**config.mk**
```make
export PLATFORM = sky130hd
export DESIGN_NAME = muldiv_unit_flat
export DESIGN_NICKNAME = d
export VERILOG_FILES = /design/src/rtl/muldiv_if.sv /design/src/rtl/muldiv_unit.sv /design/src/flat_wrapper.sv
export SDC_FILE = /design/constraint.sdc
export NUM_CORES = 1
export LEC_CHECK = 0
export CORE_ASPECT_RATIO = 1.25
export CORE_MARGIN = 1.5
export CORE_UTILIZATION = 55
export DETAILED_ROUTE_END_ITERATION = 16
export PLACE_DENSITY = 0.77
export SLEW_MARGIN = 20
export SYNTH_ARGS = -nofsm -noshare
export SYNTH_HDL_FRONTEND = slang
export SYNTH_SLANG_ARGS = --single-unit
```
**constraint.sdc**
```tcl
create_clock -name clock -period 6.2 [get_ports clock]
set_input_delay 1.86 -clock clock [delete_from_list [all_inputs] [get_ports clock]]
set_output_delay 1.86 -clock clock [all_outputs]
set_load 0.01 [all_outputs]
```
**src/rtl/muldiv_if.sv**
```systemverilog
// Handshake and operand/write-back bundle between the pipeline and muldiv_unit.
// master: pipeline side (drives start/op/operands/rd_in, observes status and write-back).
// slave : execute unit side (consumes request, drives busy/done/result/rd_out/we_out).
interface muldiv_if #(
    parameter int unsigned XLEN = 32
);
    logic            start;
    logic [1:0]      op;
    logic [XLEN-1:0] rs1_val;
    logic [XLEN-1:0] rs2_val;
    logic [4:0]      rd_in;
    logic            busy;
    logic            done;
    logic [XLEN-1:0] result;
    logic [4:0]      rd_out;
    logic            we_out;

    modport master (
        output start, op, rs1_val, rs2_val, rd_in,
        input  busy, done, result, rd_out, we_out
    );

    modport slave (
        input  start, op, rs1_val, rs2_val, rd_in,
        output busy, done, result, rd_out, we_out
    );
endinterface

```
**src/rtl/muldiv_unit.sv**
```systemverilog
// Multi-cycle unsigned multiply/divide unit, one bit per cycle, fixed 32-cycle latency.
// Ports:
//   clock  - rising-edge clock
//   reset  - synchronous active-high reset
//   bus    - muldiv_if.slave: start/op/rs1_val/rs2_val/rd_in in,
//            busy/done/result/rd_out/we_out out (all registered)
// op: 00 MUL (low word), 01 MULHU (high word), 10 DIVU, 11 REMU.
module muldiv_unit #(
    parameter int unsigned XLEN = 32
) (
    input  logic     clock,
    input  logic     reset,
    muldiv_if.slave  bus
);
    localparam int unsigned CW = $clog2(XLEN);
    localparam int unsigned DW = 2 * XLEN;

    localparam logic [1:0] OP_MUL   = 2'b00;
    localparam logic [1:0] OP_MULHU = 2'b01;
    localparam logic [1:0] OP_DIVU  = 2'b10;

    typedef enum logic [1:0] {
        IDLE = 2'b00,
        CALC = 2'b01,
        DONE = 2'b10
    } state_t;

    state_t            state_q, state_d;
    logic [CW-1:0]     count_q, count_d;
    logic [1:0]        op_q, op_d;
    // Multiplicand for MUL/MULHU, divisor for DIVU/REMU.
    logic [XLEN-1:0]   opnd_q, opnd_d;
    // MUL: {partial product high, multiplier shifting out}; DIV: low half is dividend->quotient.
    logic [DW-1:0]     acc_q, acc_d;
    logic [XLEN-1:0]   rem_q, rem_d;
    logic [4:0]        rd_lat_q, rd_lat_d;
    logic [XLEN-1:0]   result_q, result_d;
    logic [4:0]        rd_out_q, rd_out_d;
    logic              busy_q, busy_d;
    logic              done_q, done_d;
    logic              we_q, we_d;

    // One-iteration datapath values
    logic [XLEN:0]     mul_sum;
    logic [DW-1:0]     mul_next;
    logic [XLEN:0]     div_shift;
    logic [XLEN:0]     div_sub;
    logic              div_ge;
    logic [XLEN-1:0]   rem_next;
    logic [XLEN-1:0]   quo_next;

    // Shift-add multiply step and restoring divide step
    always_comb begin
        mul_sum   = {1'b0, acc_q[DW-1:XLEN]} + (acc_q[0] ? {1'b0, opnd_q} : (XLEN+1)'(0));
        mul_next  = {mul_sum, acc_q[XLEN-1:1]};
        div_shift = {rem_q, acc_q[XLEN-1]};
        div_ge    = (div_shift >= {1'b0, opnd_q});
        div_sub   = div_shift - {1'b0, opnd_q};
        // Remainder stays below the divisor, so the top bit is always zero here.
        rem_next  = XLEN'(div_ge ? div_sub : div_shift);
        quo_next  = {acc_q[XLEN-2:0], div_ge};
    end

    // Next-state and next-register logic
    always_comb begin
        state_d  = state_q;
        count_d  = count_q;
        op_d     = op_q;
        opnd_d   = opnd_q;
        acc_d    = acc_q;
        rem_d    = rem_q;
        rd_lat_d = rd_lat_q;
        result_d = result_q;
        rd_out_d = rd_out_q;
        done_d   = 1'b0;

        case (state_q)
            IDLE: begin
                if (bus.start) begin
                    state_d  = CALC;
                    count_d  = CW'(XLEN - 1);
                    op_d     = bus.op;
                    opnd_d   = bus.op[1] ? bus.rs2_val : bus.rs1_val;
                    acc_d    = {XLEN'(0), (bus.op[1] ? bus.rs1_val : bus.rs2_val)};
                    rem_d    = '0;
                    rd_lat_d = bus.rd_in;
                end
            end
            CALC: begin
                if (op_q[1]) begin
                    acc_d = {acc_q[DW-1:XLEN], quo_next};
                    rem_d = rem_next;
                end else begin
                    acc_d = mul_next;
                end
                count_d = count_q - CW'(1);
                if (count_q == '0) begin
                    state_d  = DONE;
                    count_d  = '0;
                    done_d   = 1'b1;
                    rd_out_d = rd_lat_q;
                    case (op_q)
                        OP_MUL:   result_d = mul_next[XLEN-1:0];
                        OP_MULHU: result_d = mul_next[DW-1:XLEN];
                        OP_DIVU:  result_d = quo_next;
                        default:  result_d = rem_next;
                    endcase
                end
            end
            DONE: begin
                state_d = IDLE;
            end
            default: begin
                state_d = IDLE;
            end
        endcase

        busy_d = (state_d != IDLE);
        // x0 is hard-wired zero, so never request a write to it.
        we_d   = done_d && (rd_out_d != 5'd0);
    end

    // State and output registers
    always_ff @(posedge clock) begin
        if (reset) begin
            state_q  <= IDLE;
            count_q  <= '0;
            op_q     <= '0;
            opnd_q   <= '0;
            acc_q    <= '0;
            rem_q    <= '0;
            rd_lat_q <= '0;
            result_q <= '0;
            rd_out_q <= '0;
            busy_q   <= 1'b0;
            done_q   <= 1'b0;
            we_q     <= 1'b0;
        end else begin
            state_q  <= state_d;
            count_q  <= count_d;
            op_q     <= op_d;
            opnd_q   <= opnd_d;
            acc_q    <= acc_d;
            rem_q    <= rem_d;
            rd_lat_q <= rd_lat_d;
            result_q <= result_d;
            rd_out_q <= rd_out_d;
            busy_q   <= busy_d;
            done_q   <= done_d;
            we_q     <= we_d;
        end
    end

    assign bus.busy   = busy_q;
    assign bus.done   = done_q;
    assign bus.result = result_q;
    assign bus.rd_out = rd_out_q;
    assign bus.we_out = we_q;

endmodule
```
**src/flat_wrapper.sv**
```systemverilog
// flat-port wrapper written by rule: the top's interface ports become plain ports
module muldiv_unit_flat 
#(
    parameter int unsigned XLEN = 32
)
  (clock, reset, bus_start, bus_op, bus_rs1_val, bus_rs2_val, bus_rd_in, bus_busy, bus_done, bus_result, bus_rd_out, bus_we_out);
  muldiv_if #(.XLEN(XLEN)) bus_i ();
  input  logic clock;
  input  logic reset;
  input wire logic [$bits(bus_i.start)-1:0] bus_start;
  input wire logic [$bits(bus_i.op)-1:0] bus_op;
  input wire logic [$bits(bus_i.rs1_val)-1:0] bus_rs1_val;
  input wire logic [$bits(bus_i.rs2_val)-1:0] bus_rs2_val;
  input wire logic [$bits(bus_i.rd_in)-1:0] bus_rd_in;
  output wire logic [$bits(bus_i.busy)-1:0] bus_busy;
  output wire logic [$bits(bus_i.done)-1:0] bus_done;
  output wire logic [$bits(bus_i.result)-1:0] bus_result;
  output wire logic [$bits(bus_i.rd_out)-1:0] bus_rd_out;
  output wire logic [$bits(bus_i.we_out)-1:0] bus_we_out;
  assign bus_i.start = bus_start;
  assign bus_i.op = bus_op;
  assign bus_i.rs1_val = bus_rs1_val;
  assign bus_i.rs2_val = bus_rs2_val;
  assign bus_i.rd_in = bus_rd_in;
  assign bus_busy = bus_i.busy;
  assign bus_done = bus_i.done;
  assign bus_result = bus_i.result;
  assign bus_rd_out = bus_i.rd_out;
  assign bus_we_out = bus_i.we_out;
  muldiv_unit #(.XLEN(XLEN)) u_core (.clock(clock), .reset(reset), .bus(bus_i));
endmodule
```
; Yosys cells after proc, flatten, opt, wreduce, memory -nomap -nowiden
; Index checks and enable logic that the tools add are counted.
[totals]
inputBits = 74
output_inout_bits = 40
regBits = 182
elab_cells = 56
[classes]
n_addsub = 3
n_mux = 21
n_reduce_logical = 12
magnitude_cmp = 1
n_eq_ne = 6
[op_table]
columns = operator, n
row1 = 2-to-1 mux 32 bit, 6
row2 = 2-to-1 mux 64 bit, 2
row3 = case mux 64 bit (2 select lines), 1
row4 = case mux 32 bit (3 select lines), 1
row5 = case mux 32 bit (2 select lines), 1
row6 = adder 32 x 33 -> 33 bit, 1
row7 = greater-or-equal comparator 33 x 32 -> 1 bit, 1
row8 = subtractor 32 bit, 1
row9 = 2-to-1 mux 5 bit, 4
row10 = case mux 5 bit (2 select lines), 1
row11 = AND reduction 2 bit, 3
row12 = AND reduction 3 bit, 2
row13 = logical NOT 5 bit, 1
row14 = nonzero test 5 bit, 1
row15 = "subtractor 5 x 1 -> 5 bit, second input constant", 1
row16 = "equality test 2 x 1 -> 1 bit, second input constant", 2
row17 = logical NOT 2 bit, 2
row18 = 2-to-1 mux 2 bit, 2
row19 = "inequality test 2 bit, second input constant", 2
row20 = case mux 2 bit (2 select lines), 1
row21 = nonzero test 2 bit, 2
row22 = "equality test 2 bit, second input constant", 1
row23 = 2-to-1 mux 1 bit, 2
row24 = "inequality test 2 x 1 -> 1 bit, second input constant", 1
row25 = logical AND 1 bit, 1

; Depth between registers and ports, before layout
[depth]
depth_word = 5
mapped_depth = 15
depth_no_buf = 14

; Worst setup path after synthesis
; No wires, ideal clock.
[synth_timing]
kind = reg2reg
startpoint = register u_core.acc_q[0]
endpoint = register u_core.result_q[31] (netlist: u_core.bus.result[31])
path_buffers = 1
setup_time_ns = 0.086
path_slack_ns = 2.796
path_stages_with_launch = 16
required_time_ns = 6.114
t_arrival_ns = 3.319
period_less_slack_ns = 3.404
path_cell_list = dfxtp_1 clkbuf_1 and2_1 ha_1 inv_1 fa_1 nor2b_1 o2111ai_1 nor3b_1 nor4bb_1 nor2_1 o31ai_2 a221o_1 nand2_1 a311o_1 a211oi_1
[synth_between]
elab_chain_len = 3
[synth_rtl]
columns = element, line_no
row1 = start: declaration, muldiv_unit.sv:34  ; logic [DW-1:0] acc_q, acc_d;
row2 = start signal: assignment, muldiv_unit.sv:130  ; acc_q <= '0;
row3 = start signal: assignment, muldiv_unit.sv:143  ; acc_q <= acc_d;
row4 = 2-to-1 mux 32 bit, muldiv_unit.sv:54  ; mul_sum = {1'b0, acc_q[DW-1:XLEN]} + (acc_q[0] ? {1'b0, opnd_q} : (XLEN+1)'(0));
row5 = adder 32 x 33 -> 33 bit, muldiv_unit.sv:54
row6 = case mux 32 bit (3 select lines), muldiv_unit.sv:102  ; case (op_q)
row7 = end signal: assignment, muldiv_unit.sv:146  ; result_q <= result_d;
row8 = end: declaration, muldiv_unit.sv:37  ; logic [XLEN-1:0] result_q, result_d;
; Every way passes these cells.
; A chain may end at the register's enable or synchronous reset.

; Worst setup path after layout
; Same ends and word-level chain as after synthesis.

==> results by group <==
Die
  • Die Wd: 136 microns
  • Total core area: 21500 sq um
  • Initial Util: a little under three fifths
  • Num ports: roughly 110
  • DIE AREA: 22900 sq um
  • # rows: 60
  • Die Ht: roughly 170 microns

Logic synthesis
  • Most used DFF post-synth: dfxtp_1
  • Mapped Nets: 1664
  • Synthesized cell area: roughly 12000 sq um
  • Syn Inst Count: between 1500 and 2000
  • Part of the Yosys area used for sequential elements: 30.1%
  • FF+latch count, synth: ~180
  • Number of synthesized flops with an enable pin: 0
  • Syn_area_per_cell: 7.94 sq um
  • Cell variety after synth: 78
  • Ys async rst share: 0%
  • Warnings, synthesis: 0

Worst setup path
  • Critical path launch point type: flip-flop
  • Setup Crit Path Kind: reg -> reg
  • Critical path capture point: u_core.bus.result[31]
  • Launch point of the worst path: u_core.acc_q[0]
  • Worst R2R Start: u_core.acc_q[0]
  • Worst EP required: 6.56 ns
  • Endpoint type of the worst setup path: flip-flop
  • Worst R2R Setup Slack: between 1.5 and 2 ns
  • RR Endpoint: u_core.bus.result[31]
  • Cells on worst reg2reg path: 14
  • CP arrival: 4.58 ns
  • Worst-path maximum fanout: 9

STA
  • RSZ-0062 raised after global routing: no
  • Fin. max-slew vios: 0
  • Rel. slew slack: between 30% and 40%
  • Fin crit share: roughly two thirds
  • Final Hold Vio Count: 0
  • Clk_skew: between 0.015 and 0.02 ns
  • Final setup TNS: 0 ns
  • Worst-Margin Slew: 0.968 ns
  • Final setup fails: 0
  • WHS: 0.460 ns
  • Crit path time final: between 4 and 5 ns
  • Worst setup margin: around 2.0 ns
  • Maximum clock frequency: 0.237 GHz

Clock network
  • Number of CTS-inserted buffers: 17
  • Setup bufs post-CTS: 0
  • Clock Pin Slew Worst Setup and Hold Paths: roughly 0.08 ns
  • Clock sink total: 182
  • Htree depth: 4
  • Worst skew pair latency: 0.45 ns
  • CTS tree: done
  • Root Driver: clkbuf_16
  • Clk buf depth: 2
  • Cts hold-fix bufs: 0
  • Post-CTS Resized: 0

Power
  • Sequential fraction of design power: approximately two fifths
  • Int Pwr: roughly 2100 uW
  • Power Density: ~230 nW/um^2
  • Clock share of power: 33.5%
  • Combinational share of power: roughly a quarter
  • Net Sw Frac: about a third
  • Maximum vdd drop: around 190 uV
  • Total power: between 3000 and 4000 uW
  • NetSw: about 1100 uW
  • Static Leak: approximately 0.0056 uW

Cells and area
  • Ant diodes: 0
  • Most common cell after layout, fill and taps aside: nor2_1
  • Share of cells above drive strength 1: 5.93%
  • Nets: around 1700
  • Synth-to-Final Area Change: 15.1%
  • Most frequent cells in the layout: nor2_1, dfxtp_1, a21oi_1
  • FILL cells: approximately 1900
  • FF/Latch Area: 3650 sq um
  • Multi-input gate area: 7850 sq um
  • Layout Utilization: between 60% and 70%

Detailed routing
  • Vias per std cell: between 6 and 7
  • Final ANT Viol Nets: 0
  • Routed WL per cell: roughly 20 microns
  • Drt first pass iters: 9
  • DRC violations left: 0
  • Initial DRC count: about 1300
  • DR vias: 11900
  • WL final: 36900 microns

Global route
  • Vias in the first global route: approximately 11000
  • Initial antenna violation count: 0
  • GRT Util Overall: 32.3%
  • Remaining Overflow, GRT: 0
  • First-pass GRT wire length: ~58000 microns
  • Largest net degree at the start of global routing: 81

Outcome
  • Status: completed

Place
  • Final GP Congestion: a little under 1
  • Post-DP HPWL: ~26000 microns
  • IO Port Bufs: 113
  • Placement Setup Slack: between 1.5 and 2 ns

Min path
  • Worst hold path startpoint: u_core.bus.result[12]
  • Hold WC Path Type: reg -> reg

Run
  • # Max-Cap Violations: 0
==> critical path, cell delays in order (launching register included) <==
cell,delay (ns)
dfxtp_1,0.56
and2_1,0.19
ha_1,0.20
inv_1,0.07
fa_1,0.41
nor2b_1,0.16
o2111ai_1,0.16
nor3b_1,0.21
nor4bb_1,0.63
nor2_1,0.19
o31ai_2,0.46
a221o_1,0.23
nand2_1,0.08
a311o_1,0.37
a211oi_1,0.22
==> power groups by stage <==
stage | clock network (uW) | logic [uW] | registers, uW
after floorplan | 0 | 550 | 1310
after global placement | 0 | 774 | 1350
after detailed placement | 0 | 791 | 1350
after CTS | 1080 | 797 | 1320
after global routing | 1120 | 880 | 1330
final | 1070 | 808 | 1330
==> how the worst min path moves through the flow <==
stage / to / cells after the start
finish: u_core.bus.result[12] / 2
global route: u_core.bus.result[12] / 2
CTS: u_core.bus.rd_out[2] / 2
detailed placement: u_core.bus.rd_out[2] / 2
global placement: u_core.bus.result[0] / 2
floorplan: u_core.bus.rd_out[3] / 2
==> per-stage QoR <==
stage | area (sq um) | std cells
floorplan | 12100 | 1523
global placement | 13300 | 1832
detailed placement | 13300 | 1832
CTS | 13900 | 1864
global route | 13900 | 1864
finish | 13900 | 1864
==> cells in the mapped netlist, drive strengths merged, types with 4 or more instances <==
master | count | area (sq um)
inv | 63 | 236
mux2i | 119 | 1190
or3 | 4 | 25.0
and2 | 37 | 231
a2111oi | 5 | 56.3
nor2b | 17 | 106
a21o | 28 | 213
and3 | 5 | 32.5
nand3 | 12 | 60.1
o21ai | 65 | 337
a31oi | 11 | 68.8
o21a | 7 | 60.1
o21bai | 6 | 45.0
a311oi | 5 | 61.3
o221a | 6 | 67.6
xnor2 | 36 | 315
buf | 19 | 80.1
o221ai | 4 | 35.0
a221oi | 4 | 35.0
o22ai | 32 | 200
mux2 | 7 | 78.8
xor2 | 15 | 131
a21oi | 167 | 836
nor2 | 209 | 785
dfxtp | 182 | 3640
nor3 | 29 | 145
a211oi | 59 | 455
a21boi | 4 | 30.0
o211ai | 12 | 90.1
nand2b | 14 | 87.6
nand2 | 85 | 319
a31o | 4 | 35.0
a22oi | 39 | 293
or2 | 4 | 25.0
a2bb2oi | 4 | 35.0
clkbuf | 81 | 304
o31ai | 7 | 71.3
ha | 65 | 813
nand4 | 10 | 62.6
==> cells by family (layout without fill, tap and decap cells) <==
group                    Yosys count  count (layout)  synth area share [%]
buffers and inverters            164             226                  5.16
multiplexers                     126             126                  10.5
adder cells (fa/ha/maj)           67              67                  7.06
XOR/XNOR                          51              51                  3.69
AO/OA/AOI/OAI                    492             492                  26.9
AND/OR/NAND/NOR                  441             441                  16.6
flip-flops                       182             182                  30.1
==> registers in the layout, indices dropped and copies added (netlist names) <==
register and flops:
u_core.bus.busy 1, u_core.bus.rd_out 5, u_core.rd_lat_q 5, u_core.bus.done 1
u_core.acc_q 64, u_core.count_q 5, u_core.state_q 2, u_core.bus.we_out 1
u_core.opnd_q 32, u_core.bus.result 32, u_core.rem_q 32, u_core.op_q 2
==> final cells by class <==
cell class / count / share of cell area [%]
Clock buffer: 18 / 3.16
Clock inverter: 14 / 0.962
Inverter: 64 / 1.73
Multi-Input combinational cell: 1177 / 56.4
Sequential cell: 182 / 26.2
Tap cell: 279 / 2.51
Timing Repair Buffer: 130 / 9.04
==> layer usage <==
layer / share of wire (%) / vias up / global-route usage (%) / wire length, microns
met4: 2.4 / 0 / 10.1 / 897
met1: 44 / 5697 / 45.2 / 16100
met5: 0 / - / 0 / 0
met3: 7.4 / 66 / 4.49 / 2740
li1: - / 5624 / - / -
met2: 46 / 506 / 51.2 / 17100
(Power assumes the default switching activity.)
